--- src/rtl/xyolo_pkg.sv ---
// Shared definitions for the xyolo lane sequencer: FSM encoding, maxpool
// window size and the field layout of the multiplier-latency tag.
package xyolo_pkg;

    typedef enum logic [1:0] {
        ST_IDLE  = 2'd0,
        ST_RUN   = 2'd1,
        ST_DRAIN = 2'd2,
        ST_DONE  = 2'd3
    } state_e;

    localparam int MP_WIN        = 4;
    localparam int TAG_W         = 3;
    localparam int TAG_GRP_LAST  = 2;
    localparam int TAG_WIN_FIRST = 1;
    localparam int TAG_WIN_LAST  = 0;

endpackage

--- src/rtl/xyolo_tag_dly.sv ---
// Valid+tag shift line matching the multiplier pipeline; the tap is either at
// full depth or at depth 1 (bypass). pend covers every stage up to the tap.
module xyolo_tag_dly #(
    parameter int DEPTH = 4,
    parameter int TAG_W = 3
) (
    input  logic             clk,
    input  logic             rst,
    input  logic             clr,
    input  logic             push,
    input  logic [TAG_W-1:0] tag_in,
    input  logic             short_tap,
    output logic             tap_vld,
    output logic [TAG_W-1:0] tap_tag,
    output logic             pend
);

    logic [DEPTH-1:0] vld_q, vld_d;
    logic [TAG_W-1:0] tag_q [DEPTH];
    logic [TAG_W-1:0] tag_d [DEPTH];

    always_comb begin
        vld_d    = {vld_q[DEPTH-2:0], push};
        tag_d[0] = tag_in;
        for (int i = 1; i < DEPTH; i++) begin
            tag_d[i] = tag_q[i-1];
        end
        if (clr) begin
            vld_d = '0;
        end
    end

    always_ff @(posedge clk) begin
        if (rst) begin
            vld_q <= '0;
            for (int i = 0; i < DEPTH; i++) begin
                tag_q[i] <= '0;
            end
        end else begin
            vld_q <= vld_d;
            for (int i = 0; i < DEPTH; i++) begin
                tag_q[i] <= tag_d[i];
            end
        end
    end

    assign tap_vld = short_tap ? vld_q[0] : vld_q[DEPTH-1];
    assign tap_tag = short_tap ? tag_q[0] : tag_q[DEPTH-1];
    assign pend    = short_tap ? vld_q[0] : (|vld_q);

endmodule

--- src/rtl/xyolo_seq.sv ---
// Layer sequencer for one xyolo conv/maxpool lane.
// state | meaning: IDLE wait for run | RUN issue operands | DRAIN flush multiplier | DONE end pulse
module xyolo_seq
    import xyolo_pkg::*;
#(
    parameter int MUL_LAT = 4,
    parameter int LEN_W   = 16,
    parameter int CNT_W   = 16,
    parameter int SHIFT_W = 5
) (
    input  logic               clk,
    input  logic               rst,
    input  logic               run,
    input  logic [LEN_W-1:0]   cfg_acc_len,
    input  logic [CNT_W-1:0]   cfg_n_out,
    input  logic               cfg_bias,
    input  logic               cfg_leaky,
    input  logic               cfg_maxpool,
    input  logic               cfg_bypass,
    input  logic [SHIFT_W-1:0] cfg_shift,
    output logic               busy,
    output logic               done,
    output logic               op_en,
    output logic               ld_acc,
    output logic               ld_mp,
    output logic               ld_res,
    output logic               bias,
    output logic               leaky,
    output logic               maxpool,
    output logic               bypass,
    output logic [SHIFT_W-1:0] shift,
    output logic               out_valid
);

    localparam int WIN_W = $clog2(MP_WIN);

    state_e             state_q, state_d;
    logic [LEN_W-1:0]   acc_cnt_q, acc_cnt_d, acc_last_q, acc_last_d;
    logic [WIN_W-1:0]   win_cnt_q, win_cnt_d;
    logic [CNT_W-1:0]   out_cnt_q, out_cnt_d, n_out_q, n_out_d;
    logic               bias_q, bias_d, leaky_q, leaky_d;
    logic               maxpool_q, maxpool_d, bypass_q, bypass_d;
    logic [SHIFT_W-1:0] shift_q, shift_d;
    logic               out_valid_q, out_valid_d;

    logic               acc_last, win_last, out_last;
    logic               tap_vld, pend;
    logic [TAG_W-1:0]   tap_tag, tag_in;

    assign acc_last = (acc_cnt_q == acc_last_q);
    assign win_last = !maxpool_q || (win_cnt_q == WIN_W'(MP_WIN - 1));
    assign out_last = (out_cnt_q == n_out_q - CNT_W'(1));

    always_ff @(posedge clk) begin
        if (rst) begin
            state_q     <= ST_IDLE;
            acc_cnt_q   <= '0;
            win_cnt_q   <= '0;
            out_cnt_q   <= '0;
            acc_last_q  <= '0;
            n_out_q     <= '0;
            bias_q      <= 1'b0;
            leaky_q     <= 1'b0;
            maxpool_q   <= 1'b0;
            bypass_q    <= 1'b0;
            shift_q     <= '0;
            out_valid_q <= 1'b0;
        end else begin
            state_q     <= state_d;
            acc_cnt_q   <= acc_cnt_d;
            win_cnt_q   <= win_cnt_d;
            out_cnt_q   <= out_cnt_d;
            acc_last_q  <= acc_last_d;
            n_out_q     <= n_out_d;
            bias_q      <= bias_d;
            leaky_q     <= leaky_d;
            maxpool_q   <= maxpool_d;
            bypass_q    <= bypass_d;
            shift_q     <= shift_d;
            out_valid_q <= out_valid_d;
        end
    end

    // An empty layer takes the DRAIN path; with nothing in flight it exits at once.
    always_comb begin
        state_d = state_q;
        case (state_q)
            ST_IDLE:  if (run) state_d = (cfg_n_out == '0) ? ST_DRAIN : ST_RUN;
            ST_RUN:   if (acc_last && win_last && out_last) state_d = ST_DRAIN;
            ST_DRAIN: if (!pend) state_d = ST_DONE;
            ST_DONE:  state_d = ST_IDLE;
            default:  state_d = ST_IDLE;
        endcase
    end

    always_comb begin
        acc_cnt_d = acc_cnt_q;
        win_cnt_d = win_cnt_q;
        out_cnt_d = out_cnt_q;
        if (state_q != ST_RUN) begin
            acc_cnt_d = '0;
            win_cnt_d = '0;
            out_cnt_d = '0;
        end else if (acc_last) begin
            acc_cnt_d = '0;
            if (win_last) begin
                win_cnt_d = '0;
                out_cnt_d = out_cnt_q + CNT_W'(1);
            end else begin
                win_cnt_d = win_cnt_q + WIN_W'(1);
            end
        end else begin
            acc_cnt_d = acc_cnt_q + LEN_W'(1);
        end
    end

    // Stored as L-1 so the group-end compare never needs an adder.
    always_comb begin
        acc_last_d = acc_last_q;
        n_out_d    = n_out_q;
        bias_d     = bias_q;
        leaky_d    = leaky_q;
        maxpool_d  = maxpool_q;
        bypass_d   = bypass_q;
        shift_d    = shift_q;
        if (state_q == ST_IDLE && run) begin
            acc_last_d = (cfg_bypass || cfg_acc_len == '0) ? '0 : cfg_acc_len - LEN_W'(1);
            n_out_d    = cfg_n_out;
            bias_d     = cfg_bias;
            leaky_d    = cfg_leaky;
            maxpool_d  = cfg_maxpool;
            bypass_d   = cfg_bypass;
            shift_d    = cfg_shift;
        end
    end

    always_comb begin
        tag_in                = '0;
        tag_in[TAG_GRP_LAST]  = acc_last;
        tag_in[TAG_WIN_FIRST] = (win_cnt_q == '0);
        tag_in[TAG_WIN_LAST]  = win_last;
    end

    xyolo_tag_dly #(
        .DEPTH (MUL_LAT),
        .TAG_W (TAG_W)
    ) u_tag_dly (
        .clk       (clk),
        .rst       (rst),
        .clr       (state_q == ST_DONE),
        .push      (op_en),
        .tag_in    (tag_in),
        .short_tap (bypass_q),
        .tap_vld   (tap_vld),
        .tap_tag   (tap_tag),
        .pend      (pend)
    );

    always_comb begin
        op_en       = (state_q == ST_RUN);
        ld_acc      = op_en && (acc_cnt_q == '0) && !bypass_q;
        ld_res      = tap_vld && tap_tag[TAG_GRP_LAST];
        ld_mp       = ld_res && maxpool_q && !tap_tag[TAG_WIN_FIRST];
        out_valid_d = ld_res && tap_tag[TAG_WIN_LAST];
        busy        = (state_q != ST_IDLE);
        done        = (state_q == ST_DONE);
    end

    assign out_valid = out_valid_q;
    assign bias      = bias_q;
    assign leaky     = leaky_q;
    assign maxpool   = maxpool_q;
    assign bypass    = bypass_q;
    assign shift     = shift_q;

endmodule

--- config.mk ---
export PLATFORM = sky130hd
export DESIGN_NAME = xyolo_seq
export DESIGN_NICKNAME = d
export VERILOG_FILES = /design/src/rtl/xyolo_pkg.sv /design/src/rtl/xyolo_tag_dly.sv /design/src/rtl/xyolo_seq.sv
export SDC_FILE = /design/constraint.sdc
export NUM_CORES = 1
export LEC_CHECK = 0
export BUFFER_PORTS_ARGS = -buffer_cell sky130_fd_sc_hd__buf_2
export CAP_MARGIN = 5
export CORE_UTILIZATION = 35
export DETAILED_ROUTE_END_ITERATION = 10
export GPL_ROUTABILITY_DRIVEN = 0
export GPL_TIMING_DRIVEN = 0
export PLACE_DENSITY_LB_ADDON = 0.12
export SYNTH_ARGS = -nofsm -noshare
export SYNTH_HDL_FRONTEND = slang
export SYNTH_SLANG_ARGS = --single-unit
--- constraint.sdc ---
create_clock -name clk -period 8.1 [get_ports clk]
set_clock_uncertainty 0.05 [all_clocks]
set_input_delay 0.81 -clock clk [delete_from_list [all_inputs] [get_ports clk]]
set_output_delay 0.81 -clock clk [all_outputs]
set_load 0.05 [all_outputs]
-- Word level (Yosys, flattened, before mapping)
Memories as Yosys holds them, arrays and structs flattened.
Index checks and enable logic that the tools add are counted.
- $add $sub $neg: 5
- equality and inequality tests: 10
- reductions and logical operators: 26
- bitwise gates (word level): 4
- mux-type cells: 17
- operator list (operator ; number):
    16-bit logical NOT ; 3
    16-bit by 1-bit adder with 16-bit output, second input constant ; 2
    16-bit == test ; 2
    16-bit by 1-bit subtractor with 16-bit output, second input constant ; 2
    16-bit 2-to-1 mux ; 1
    3-bit 2-to-1 mux ; 5
    2-bit 2-to-1 mux ; 5
    1-bit logical AND ; 9
    2-bit one-hot mux with 4 select lines ; 1
    2-bit == test, second input constant ; 3
    2-bit inequality test, second input constant ; 3
    1-bit 2-to-1 mux ; 5
    2-bit logical NOT ; 2
    1-bit OR ; 4
    2-bit OR reduction ; 2
    4-bit OR reduction ; 1
    1-bit logical NOT ; 3
    3-bit AND reduction ; 1
    3-bit OR reduction ; 1
    2-bit by 1-bit adder with 2-bit output, second input constant ; 1
    2-bit by 1-bit == test with 1-bit output, second input constant ; 1
    1-bit logical OR ; 2
    2-bit by 1-bit inequality test with 1-bit output, second input constant ; 1
    2-bit AND reduction ; 1
    2-bit nonzero test ; 1
- output and inout port bits: 16
- input bits: 44
- logic and storage cells: 76
- RAM bits: 12
- flip-flop bits (word level): 82
- memories kept: 1
- memories (memory ; words ; bits a word ; read ports ; clocked after Yosys merged registers in ; wr ports ; RTL line ; text):
    u_tag_dly.tag_q ; 4 ; 3 ; 4 ; 0 ; 4 ; xyolo_tag_dly.sv:19 ; logic [TAG_W-1:0] tag_q [DEPTH];

-- Longest topological paths before layout
- word-level depth: 6
- gate-level depth with buffers: 10
- gate-level depth less buffers: 9

-- By module
From an unflattened synthesis, not the netlist that was laid out.
- cell total of the unflattened synthesis: 589
- area total of the unflattened synthesis: 4790.8 um^2
- by module, submodules not included (module ; cells an instance ; area each (um^2) ; seq. area each (um^2) ; times used):
    xyolo_seq ; 549 ; 4304.1 ; 1561.5 ; 1
    xyolo_tag_dly ; 40 ; 486.7 ; 320.3 ; 1

-- Least setup slack after synthesis
Ideal clock, no wire load.
- kind: flip-flop to output port
- from: register bypass_q, in the netlist bypass
- to: output ld_acc
- setup slack: 4.493 ns
- buffers on the path: 1
- cell stages (with the launch flop): 5
- arrival time: 2.747 ns
- data required time: 7.240 ns
- cells stage by stage: dfxtp_1 clkbuf_1 nor4_1 nand4_1 nor4b_1
- cells in the longest elaborated chain, start to end: 2
- ends and longest elaborated chain (what ; RTL line ; text):
    from (decl) ; xyolo_seq.sv:42 ; logic maxpool_q, maxpool_d, bypass_q, bypass_d;
    from (signal assigned) ; xyolo_seq.sv:78 ; bypass_q <= bypass_d;
    1-bit logical NOT ; xyolo_seq.sv:161 ; ld_acc = op_en && (acc_cnt_q == '0) && !bypass_q;
    1-bit logical AND ; xyolo_seq.sv:161 ;
    to (decl) ; xyolo_seq.sv:24 ; output logic ld_acc,
Every way passes these cells.

-- Final worst setup path
- from: register n_out_q[0]
- to: register state_q[1]
- cells in the longest elaborated chain, start to end: 5
- ends and longest elaborated chain (what ; RTL line ; text):
    from (decl) ; xyolo_seq.sv:40 ; logic [CNT_W-1:0] out_cnt_q, out_cnt_d, n_out_q, n_out_d;
    from (signal assigned) ; xyolo_seq.sv:74 ; n_out_q <= n_out_d;
    16-bit by 1-bit subtractor with 16-bit output ; xyolo_seq.sv:52 ; assign out_last = (out_cnt_q == n_out_q - CNT_W'(1));
    16-bit == test ; xyolo_seq.sv:52 ;
    1-bit logical AND ; xyolo_seq.sv:89 ; ST_RUN: if (acc_last && win_last && out_last) state_d = ST_DRAIN;
    2-bit inequality test (no line) ; n/a ;
    3-bit AND reduction (no line) ; n/a ;
    to (signal assigned) ; xyolo_seq.sv:69 ; state_q <= state_d;
    to (decl) ; xyolo_seq.sv:37 ; state_e state_q, state_d;
Every way passes these cells.
A chain may end at the register's enable or synchronous reset.

==> PnR_summary.wiki <==
{| class="wikitable"
! Metric !! Value
|-
| Total standard cell area after synthesis || 0.00487 sq mm
|-
| Total of max-cap violations || 0
|-
| Final Hold Violating Endpoints || 0
|-
| Combinational share of power || 35.6%
|-
| Worst Path Max Fanout || 8
|-
| Most instantiated library cell after synthesis || sky130_fd_sc_hd__dfxtp_1
|-
| Number of warnings printed during yosys synthesis || 0
|-
| Result of the run || finished, final reports clean
|-
| Worst Path Arrival || around 3300 ps
|-
| Max Clock Freq || 0.328 GHz
|-
| Critical-path cell list || buf_2, inv_1, ha_1, nor4b_2, o2111ai_1, and3_4, or4_4, o311a_1, a211oi_1
|-
| Leading post-synthesis cells by instance count || 94 x sky130_fd_sc_hd__dfxtp_1, 69 x sky130_fd_sc_hd__nor2_1, 68 x sky130_fd_sc_hd__nand2_1, 42 x sky130_fd_sc_hd__xnor2_1, 40 x sky130_fd_sc_hd__a21oi_1
|-
| Int Power || 963 uW
|-
| Resize count post-CTS || 0
|-
| Post-detailed-route via-to-cell ratio || 5.06
|-
| Element type at the critical path start || flip-flop
|-
| Hold path start || u_tag_dly.tag_q[2][0]
|-
| Starting utilization of the core area || 36.4%
|-
| Delay of the slowest critical-path stage || between 600 and 700 ps
|-
| Wire length of the first global-routing pass || 20300 um
|-
| Die outline area || roughly 0.014 sq mm
|-
| Level count of the clock H-tree || 3
|-
| Area taken by multi-input logic gates || between 0.002 and 0.003 sq mm
|-
| Cell at the slowest stage of the critical path || sky130_fd_sc_hd__nor4b_2
|-
| Power density over cell area || roughly 270 mW/mm^2
|-
| Worst hold path type || flip-flop to flip-flop
|-
| Total length of routed wires || 12100 um
|-
| Iteration-0 DRC count of the detailed router || 241
|-
| Total power draw || 1.52 mW
|-
| Category of the most critical setup path || flip-flop to flip-flop
|-
| Antenna violations before repair || 0
|-
| Row cnt || 42
|-
| Antenna viol nets, final || 0
|-
| Clock buffer depth || 2
|-
| WL per Instance || 14.5 um
|-
| Fraction of synthesized cell area taken by the top area cell type || 38.6%
|-
| Post-layout net count || 712
|-
| Cells after synthesis || a little under 600
|-
| Root Buffer || sky130_fd_sc_hd__clkbuf_16
|-
| Area Growth Syn to Fin || 16.8%
|-
| Floorplan die height || between 100 and 150 um
|-
| Leakage power || 2.12 nW
|-
| Final global-route overflow total || 0
|-
| FF/Latch Area || 0.00188 sq mm
|-
| Buffer count from post-CTS setup fixing || 0
|-
| Total nets after synthesis || 642
|-
| Max-slew violation count || 0
|-
| Sw Ratio || a little over a third
|-
| Req. time, crit path || 8300 ps
|-
| Seq cells post-synth || 94
|-
| Number of placed I/O pins || 60
|-
| Actual slew at the worst max-slew pin || 785 ps
|-
| Clock share of power || 28.4%
|-
| Clock tree from TritonCTS || built
|-
| Number of clock buffers inserted by TritonCTS || 9
|-
| Clock-pin slew on the worst setup and hold paths || 60 ps
|-
| Number of global-route vias before repair || 4084
|-
| Layout Utilization || roughly 42%
|-
| Layout cells sized above 1 || 15.0%
|-
| Fillcell total || 1345
|-
| Clk_lat worst skew || 350 ps
|-
| Crit path time final || 3050 ps
|-
| Cells after DPL || 820
|-
| Average footprint of a synthesized cell || 8.33 sq um
|-
| Number of vias after detailed routing || 4227
|-
| Switching Power || approximately 550 uW
|-
| Crit path launch || n_out_q[0]
|-
| Area leader, netlist || sky130_fd_sc_hd__dfxtp_1
|-
| Worst-case hold slack || 386 ps
|-
| Setup violation total in the final timing report || 0
|-
| Std-Cell Core Area || around 0.013 sq mm
|-
| Drt drc || 0
|-
| Total negative setup slack || 0 ps
|-
| Area contributors post-synth || sky130_fd_sc_hd__dfxtp_1 39%, sky130_fd_sc_hd__xnor2_1 7.5%, sky130_fd_sc_hd__nor2_1 5.3%
|-
| Final Non-Filler Cells || ~840
|-
| Number of distinct library cell variants in the gate-level netlist after synthesis || 65
|-
| Unrepaired setup endpoints after global routing || no
|-
| First drt pass iteration count || 5
|-
| Maximum number of pins on one net before global-route repair || 15
|-
| Die Span X || 120 um
|-
| Dominant synthesized flop cell || sky130_fd_sc_hd__dfxtp_1
|-
| Launching point of the worst reg2reg path || n_out_q[0]
|-
| Final clock period utilization by the worst path || between 30% and 40%
|-
| Sinks on the clock net || 94
|-
| Async set or reset register ratio after synthesis || 0%
|-
| Number of antenna repair diodes || 0
|-
| Hold-fix buffers at CTS || 0
|-
| Number of synthesized flops with an enable pin || 0
|-
| Worst slew margin || 47.3%
|-
| Sequential-to-total area share from yosys stat || approximately two fifths
|-
| Tot GR Track Use || a little under a fifth
|-
| Sequential Power Share || 36.0%
|-
| Capturing element type of the critical path || flip-flop
|-
| Count of input and output buffers || 59
|-
| IR Drop Worst-Case VDD || 0.103 mV
|-
| Half-perimeter wire length after placement || 9410 um
|}
-- cells by family after synthesis --
group / synth area share [%]
AO/OA/AOI/OAI: 11.4
buffers and inverters: 4.65
XOR/XNOR: 11.8
adder cells (fa/ha/maj): 3.34
multiplexers: 1.26
flip-flops: 38.6
AND/OR/NAND/NOR: 28.9
-- power by group through the flow --
stage	Clock [mW]	Combinational [mW]	Sequential (mW)
final	0.430	0.540	0.545
after global routing	0.463	0.597	0.552
after CTS	0.442	0.544	0.545
after detailed placement	0	0.541	0.556
after global placement	0	0.534	0.554
after floorplan	0	0.381	0.572
-- cells in the final DEF, fill, tap and decap left out, types with 8 or more instances in the layout --
cell / count
sky130_fd_sc_hd__or3_1: 10
sky130_fd_sc_hd__nor2b_1: 14
sky130_fd_sc_hd__nand3_1: 13
sky130_fd_sc_hd__clkbuf_16: 9
sky130_fd_sc_hd__nor3_1: 14
sky130_fd_sc_hd__a22oi_1: 15
sky130_fd_sc_hd__nor4_1: 14
sky130_fd_sc_hd__clkbuf_1: 22
sky130_fd_sc_hd__and2_1: 8
sky130_fd_sc_hd__nor2_1: 69
sky130_fd_sc_hd__nand2_1: 68
sky130_fd_sc_hd__dfxtp_1: 94
sky130_fd_sc_hd__inv_1: 21
sky130_fd_sc_hd__ha_1: 13
sky130_fd_sc_hd__nand4_1: 16
sky130_fd_sc_hd__o21ai_0: 10
sky130_fd_sc_hd__buf_2: 60
sky130_fd_sc_hd__xor2_1: 22
sky130_fd_sc_hd__xnor2_1: 42
sky130_fd_sc_hd__a21oi_1: 40
-- final timing paths --
| check | to | slack, ps | depth (start not counted) |
|---|---|---|---|
| setup / recovery | state_q[1] | 5050 | 9 |
| hold / removal | u_tag_dly.tag_q[3][0] | 390 | 1 |
| setup reg to reg | state_q[1] | 5050 | 9 |
| hold reg to reg | u_tag_dly.tag_q[3][0] | 390 | 1 |
-- flip-flops by register name, summed over array words and instances, names as in the netlist --
name,cells
acc_cnt_q,16
acc_last_q,16
bias,1
bypass,1
leaky,1
maxpool,1
n_out_q,16
out_cnt_q,16
out_valid,1
shift,5
state_q,2
u_tag_dly.tag_q,12
u_tag_dly.vld_q,4
win_cnt_q,2
-- layer usage --
layer | wire (um) | global-route usage (%) | part of all wire (%)
met3 | 432 | 4.28 | 3.6
met4 | 204 | 5.86 | 1.7
met5 | 0 | 0 | 0
met2 | 5600 | 28.8 | 46
met1 | 5910 | 23.9 | 49
-- area by class of cell --
| cell class | instances | share of cell area [%] |
|---|---|---|
| multi-input combinational | 441 | 48.6 |
| tap | 176 | 3.87 |
| buffer | 29 | 2.59 |
| timing repair buffer | 59 | 5.19 |
| clock buffer | 13 | 4.57 |
| sequential | 94 | 33.1 |
| clock inverter | 3 | 0.747 |
| inverter | 21 | 1.38 |
-- worst max-delay path: cells and delay by family, from the launching register on --
family / cells / cell delay [ps]
compound gates: 3 / 720
fa+ha+maj: 1 / 300
buf+inv: 2 / 210
flops: 1 / 290
simple gates: 3 / 1370
-- per-stage QoR --
stage,cell area (sq um),setup slack (ps)
final,5690,5050
after global routing,5690,4860
after CTS,5690,5000
after detailed placement,5390,4800
after global placement,5390,4870
after floorplan,4870,4490
(Power assumes the default switching activity.)
